$ cat config.mk
export PLATFORM = sky130hd
export DESIGN_NAME = uart_baud_gen_frac
export DESIGN_NICKNAME = d
export VERILOG_FILES = /design/src/rtl/uart_baud_gen_frac.sv
export SDC_FILE = /design/constraint.sdc
export NUM_CORES = 1
export LEC_CHECK = 0
export CAP_MARGIN = 10
export CORE_AREA = 2 2 96 98
export DETAILED_ROUTE_END_ITERATION = 8
export DIE_AREA = 0 0 98 100
export PLACE_DENSITY = 0.71
export REMOVE_ABC_BUFFERS = 1
export SLEW_MARGIN = 30
export SYNTH_ARGS = -nofsm -noshare
export SYNTH_HDL_FRONTEND = slang
export SYNTH_SLANG_ARGS = --single-unit
$ cat constraint.sdc
create_clock -name clk -period 5.93 [get_ports clk]
set_clock_uncertainty 0.1 [all_clocks]
set_input_delay 1.4825 -clock clk [delete_from_list [all_inputs] [get_ports clk]]
set_output_delay 1.4825 -clock clk [all_outputs]
set_load 0.05 [all_outputs]
$ cat src/rtl/uart_baud_gen_frac.sv
// Fractional baud-rate generator: divides clk by divInt + divFrac/2^FRAC_W into an
// oversampling tick, and derives bit-boundary and bit-centre pulses from it.
module uart_baud_gen_frac #(
    parameter int unsigned CLK_RATE     = 50_000_000,
    parameter int unsigned DEFAULT_BAUD = 19200,
    parameter int unsigned OVERSAMPLE   = 16,
    parameter int unsigned INT_W        = 16,
    parameter int unsigned FRAC_W       = 4
) (
    input  logic                          clk,
    input  logic                          rstN,
    input  logic                          enable,
    input  logic                          phaseClr,
    input  logic [INT_W-1:0]              divInt,
    input  logic [FRAC_W-1:0]             divFrac,
    input  logic                          divLoad,
    output logic                          divPending,
    output logic                          divErr,
    output logic                          sampleTick,
    output logic                          midTick,
    output logic                          bitTick,
    output logic [$clog2(OVERSAMPLE)-1:0] tickPhase
);

    localparam int unsigned       PH_W      = $clog2(OVERSAMPLE);
    localparam logic [63:0]       DEF_FIXED = (64'(CLK_RATE) << FRAC_W) /
                                              (64'(DEFAULT_BAUD) * 64'(OVERSAMPLE));
    localparam logic [INT_W-1:0]  DEF_INT   = INT_W'(DEF_FIXED >> FRAC_W);
    localparam logic [FRAC_W-1:0] DEF_FRAC  = FRAC_W'(DEF_FIXED);
    localparam logic [PH_W-1:0]   PH_LAST   = PH_W'(OVERSAMPLE - 1);
    localparam logic [PH_W-1:0]   PH_MID    = PH_W'(OVERSAMPLE / 2);

    logic [INT_W-1:0]  cnt_q, cnt_d;
    logic [FRAC_W-1:0] acc_q, acc_d;
    logic [PH_W-1:0]   phase_q, phase_d;
    logic [INT_W-1:0]  act_int_q, act_int_d;
    logic [FRAC_W-1:0] act_frac_q, act_frac_d;
    logic [INT_W-1:0]  pend_int_q, pend_int_d;
    logic [FRAC_W-1:0] pend_frac_q, pend_frac_d;
    logic              pend_q, pend_d;
    logic              err_q, err_d;
    logic              sample_q, sample_d;
    logic              mid_q, mid_d;
    logic              bit_q, bit_d;

    logic [FRAC_W:0]   frac_sum;
    logic [INT_W:0]    last_cnt;
    logic              boundary;
    logic              load_ok;
    logic              apply;

    // Period length is actInt plus the carry of the fractional accumulator.
    // The >= compare lets a shorter divisor applied while paused still end the period.
    always_comb begin
        frac_sum = {1'b0, acc_q} + {1'b0, act_frac_q};
        last_cnt = {1'b0, act_int_q} + {{INT_W{1'b0}}, frac_sum[FRAC_W]} - (INT_W+1)'(1);
        boundary = enable && !phaseClr && ({1'b0, cnt_q} >= last_cnt);
        load_ok  = divLoad && (divInt >= INT_W'(2));
        apply    = pend_q && (boundary || !enable || phaseClr);
    end

    always_comb begin
        cnt_d       = cnt_q;
        acc_d       = acc_q;
        phase_d     = phase_q;
        act_int_d   = act_int_q;
        act_frac_d  = act_frac_q;
        pend_int_d  = pend_int_q;
        pend_frac_d = pend_frac_q;
        pend_d      = pend_q;
        err_d       = divLoad && (divInt < INT_W'(2));
        sample_d    = 1'b0;
        mid_d       = 1'b0;
        bit_d       = 1'b0;

        if (phaseClr) begin
            cnt_d   = '0;
            acc_d   = '0;
            phase_d = '0;
        end else if (enable) begin
            if (boundary) begin
                cnt_d    = '0;
                acc_d    = frac_sum[FRAC_W-1:0];
                phase_d  = (phase_q == PH_LAST) ? '0 : phase_q + PH_W'(1);
                sample_d = 1'b1;
                mid_d    = (phase_d == PH_MID);
                bit_d    = (phase_d == '0);
            end else begin
                cnt_d = cnt_q + INT_W'(1);
            end
        end

        // The previously pending divisor is applied before a same-edge load is captured.
        if (apply) begin
            act_int_d  = pend_int_q;
            act_frac_d = pend_frac_q;
        end
        if (load_ok) begin
            pend_int_d  = divInt;
            pend_frac_d = divFrac;
            pend_d      = 1'b1;
        end else if (apply) begin
            pend_d = 1'b0;
        end
    end

    always_ff @(posedge clk or negedge rstN) begin
        if (!rstN) begin
            cnt_q       <= '0;
            acc_q       <= '0;
            phase_q     <= '0;
            act_int_q   <= DEF_INT;
            act_frac_q  <= DEF_FRAC;
            pend_int_q  <= '0;
            pend_frac_q <= '0;
            pend_q      <= 1'b0;
            err_q       <= 1'b0;
            sample_q    <= 1'b0;
            mid_q       <= 1'b0;
            bit_q       <= 1'b0;
        end else begin
            cnt_q       <= cnt_d;
            acc_q       <= acc_d;
            phase_q     <= phase_d;
            act_int_q   <= act_int_d;
            act_frac_q  <= act_frac_d;
            pend_int_q  <= pend_int_d;
            pend_frac_q <= pend_frac_d;
            pend_q      <= pend_d;
            err_q       <= err_d;
            sample_q    <= sample_d;
            mid_q       <= mid_d;
            bit_q       <= bit_d;
        end
    end

    assign divPending = pend_q;
    assign divErr     = err_q;
    assign sampleTick = sample_q;
    assign midTick    = mid_q;
    assign bitTick    = bit_q;
    assign tickPhase  = phase_q;

endmodule

Word-level counts from Yosys, hierarchy flattened
Cells that the tools add are included.
{ "totals": {"ff_bits": 69, "out_inout_bits": 9} }
{ "op_classes": {"n_addsub": 5, "order_cmp": 3, "eq_ne": 2, "muxes": 21, "n_reduce_logical": 14} }
{ "op_table": {"columns": ["operator", "count"], "rows": [
  ["$mux 16", 3],
  ["$mux 4", 7],
  ["$add 16x1->17", 1],
  ["$ge 16x17->1", 1],
  ["$sub 17x1->17 const B", 1],
  ["$add 16x1->16 const B", 1],
  ["$ge 16x2->1 const B", 1],
  ["$lt 16x2->1 const B", 1],
  ["$mux 1", 11],
  ["$eq 4x4->1 const B", 2],
  ["$reduce_bool 2->1", 3],
  ["$add 4x4->5", 1],
  ["$logic_and 1x1->1", 5],
  ["$add 4x1->4 const B", 1],
  ["$logic_not 4->1", 1],
  ["$logic_not 1->1", 2],
  ["$logic_or 1x1->1", 2],
  ["$reduce_and 2->1", 1]
]} }

Logic depth before layout (Yosys ltp)
{ "logic_depth": {"depth_word": 10, "mapped_depth": 21, "depth_no_buf": 20} }

Worst setup path after synthesis
Ideal clock, no wire load.
{ "synth_path": {"path_type": "reg2reg", "start": "register acc_q[0]", "end": "register act_int_q[10]", "setup_time_ns": 0.125, "arrival_ns": 4.057, "required_time_ns": 5.705, "path_slack_ns": 1.648, "path_stages_with_launch": 21, "path_buffers": 1, "period_less_slack_ns": 4.282, "path_cell_list": "dfrtp_1 > ha_1 > inv_1 > fa_1 > inv_1 > a21o_1 > a21oi_1 > ha_1 > ha_1 > nor3b_2 > nand2_1 > nor3_1 > xnor2_1 > ha_1 > nand3_1 > nor2_1 > a311oi_1 > nand4_2 > o211ai_4 > buf_6 > mux2_4"} }
{ "synth_via": {"elab_chain_len": 8} }
{ "synth_lines": {"columns": ["item", "line_no", "source"], "rows": [
  ["from (decl)", "34", "logic [FRAC_W-1:0] acc_q, acc_d;"],
  ["from (signal assigned)", "110", "acc_q <= '0;"],
  ["from (signal assigned)", "123", "acc_q <= acc_d;"],
  ["$add 4x4->5", "55", "frac_sum = {1'b0, acc_q} + {1'b0, act_frac_q};"],
  ["$add 16x1->17", "56", "last_cnt = {1'b0, act_int_q} + {{INT_W{1'b0}}, frac_sum[FRAC_W]} - (INT_W+1)'(1);"],
  ["$sub 17x1->17", "56", null],
  ["$ge 16x17->1", "57", "boundary = enable && !phaseClr && ({1'b0, cnt_q} >= last_cnt);"],
  ["$logic_and 1x1->1", "57", null],
  ["$logic_or 1x1->1 (2 in series)", "59", "apply = pend_q && (boundary || !enable || phaseClr);"],
  ["$logic_and 1x1->1", "59", null],
  ["to (signal assigned)", "125", "act_int_q <= act_int_d;"],
  ["to (decl)", "36", "logic [INT_W-1:0] act_int_q, act_int_d;"]
]} }
Every way passes these cells.
A chain may end at the register's enable or synchronous reset.

Worst setup path in the final report
{ "layout_path": {"start": "register acc_q[0]", "end": "register act_int_q[0]"} }
The elaborated chain is that of the path after synthesis.

==> metrics <==
CP Class reg -> reg; Critical Path RT 6.07 ns; unrepaired setup endpoints after global routing false; Tot Pwr 1.12 mW; ANT cells 0; die width 98 um; Final Hold Violating Endpoints 0; worst hold path class reg -> reg; core area 8890 sq um; Critical Path Source Type flop; most common cell after layout, fill and taps aside dfrtp_1; global-route wire length before repair 12,900 um; crit path DAT 5.41 ns; detailed placement HPWL 5520 um; Layout area overhead 16.0%; Slew @ Worst Pin roughly 0.9 ns; most frequent cells in the layout dfrtp_1 (64), clkdlybuf4s50_1 (32), nor2_1 (26); Leak 1.88 nW; post-layout min period between 5 and 6 ns; VDD IR max between 150 and 200 uV; WL final ~7400 um; vias in the first global route 2,694; CP endpoint kind flop; slew margin rel. 39.8%; post-synthesis cell count about 350; gr ovfl total 0; Initial Utilization around 43%; Yosys warnings 0; syn avg cell area 11.0 sq um; sequential area share after synthesis 45.2%; largest net degree at the start of global routing 70; clock root buffer clkbuf_8; post-route clock period utilization 88.9%; max cap viols 0; setup TNS 0 ns; Port-buffer cells 33; clock sinks 69; Worst-path clk slew 0.07 ns; Via Count 2,741; initial DRC count roughly 110; design area between 4000 and 5000 sq um; Synth top area share 41.8%; Cell Area, Placed 4260 sq um; Post-Syn Area 3830 sq um; hold buffer count at CTS 0; die area 9800 sq um; DR vias/cell 5.49; hold_ws 0.405 ns; drt pass-1 iters 5; layout cells sized above 1 16.2%; pwr dens between 200 and 300 nW/um^2; I/O pin total 34; crit path max fanout 16; CTS max path bufs 2; number of H-tree levels 3; r2r setup slk about 0.66 ns; final setup violation count 0; initial antenna violation count 0; CTS tree yes; Slew Viols, Final 0; Netlist cell types 48; setup bufs post-CTS 0; # rows 35; chip height 100 um; GP Congestion 0.847; Yosys reg bits 69; Synth area leader dfrtp_1; nets 434; clock latency on the worst-skew pair 0.35 ns; status finished, final reports clean; DRC 0; Tot GR Track Use between 10% and 20%; Fmax 0.190 GHz; wire length per cell ~15 um; cts repair resizes 0; CTS Buf Count 9; leading post-synthesis cells by cell area dfrtp_1 (42%), ha_1 (8.2%), mux2_2 (7.3%), xnor2_1 (4.1%), mux2_4 (3.9%); post-route ant nets 0
report_power, final:
group | leakage, nW | switching [mW] | total [mW] | internal, mW
Combinational | 0.923 | 0.0866 | 0.190 | 0.103
Clock | 0.0923 | 0.181 | 0.374 | 0.193
Sequential | 0.866 | 0.0431 | 0.559 | 0.516
Total | 1.88 | 0.311 | 1.12 | 0.812
cell type report:
| type | count | area [sq um] |
|---|---|---|
| clock inverters | 6 | 63.8 |
| flip-flops and latches | 69 | 1730 |
| well taps | 111 | 139 |
| fillers | 784 | 4440 |
| repair buffers | 34 | 333 |
| multi-input cells | 254 | 1990 |
| inverters | 15 | 56.3 |
| clock buffers | 10 | 128 |
state kept, by name (all words and copies together) (netlist names):
name and flops:
acc_q 4, act_frac_q 4, act_int_q 16, bitTick 1, cnt_q 16, divErr 1, divPending 1, midTick 1
pend_frac_q 4, pend_int_q 16, sampleTick 1, tickPhase 4
path summary, 6_finish.rpt:
path                       cells past startpoint      endpoint           from
setup / recovery                              19  act_int_q[0]       acc_q[0]
hold / removal                                 1  act_int_q[4]  pend_int_q[4]
hold reg to reg                                1  act_int_q[4]  pend_int_q[4]
min in group asynchronous                      2     cnt_q[12]           rstN
setup reg to reg                              19  act_int_q[0]       acc_q[0]
max in group asynchronous                      2     cnt_q[15]           rstN
synth_stat cells, drive strengths merged:
cell type / n
a221o: 5
o21a: 1
a32o: 1
or3: 2
xnor2: 18
inv: 15
nand2: 11
fa: 1
and4: 2
nand4: 14
o21bai: 1
xor2: 13
nor2b: 5
or2: 1
dfrtp: 64
nor3b: 3
nor3: 12
a211oi: 2
and3: 7
o21ai: 9
nand3: 16
nor2: 26
clkbuf: 4
o31ai: 1
and2: 2
a311oi: 3
ha: 25
nand3b: 1
dfstp: 5
o211ai: 2
a31o: 1
a31oi: 1
buf: 6
a21oi: 18
a311o: 1
a21o: 3
nor4: 5
mux2: 35
nand2b: 6
cells by family after synthesis:
logic type               Yosys count  synth area share (%)
AO/OA/AOI/OAI                     49                  8.75
multiplexers                      35                  11.3
XOR/XNOR                          31                  7.08
buffers and inverters             25                  2.77
AND/OR/NAND/NOR                  113                  16.3
adder cells (fa/ha/maj)           26                  8.68
flip-flops                        69                  45.2
through the flow:
| stage | instances | utilization, % | worst slack [ns] |
|---|---|---|---|
| after floorplan | 338 | - | 1.37 |
| after global placement | 483 | 47.9 | 0.899 |
| after detailed placement | 483 | 47.9 | 0.713 |
| after CTS | 499 | 50.0 | 0.671 |
| after global routing | 499 | 50.0 | 0.277 |
| final | 499 | 50.0 | 0.656 |
routing by layer:
layer / up-vias / GRT usage, % / wire (um)
li1: 1331 / - / -
met1: 1332 / 22.1 / 3440
met2: 66 / 26.5 / 3550
met3: 12 / 3.62 / 282
met4: 0 / 6.20 / 127
met5: - / 0 / 0
worst max-delay path: stages, from the launching register on:
cell	delay [ns]
dfrtp_1	0.39
ha_1	0.23
inv_1	0.08
fa_1	0.20
inv_1	0.05
a21o_1	0.16
a21oi_1	0.14
ha_1	0.17
ha_1	0.17
nor3b_2	0.37
nand2_1	0.20
nor3_1	0.22
xnor2_1	0.15
ha_1	0.27
nand3_1	0.15
nor2_1	0.07
a311oi_1	0.43
nand4_2	0.49
o211ai_4	0.72
mux2_2	0.40
Power figures use the tool's default switching activity.
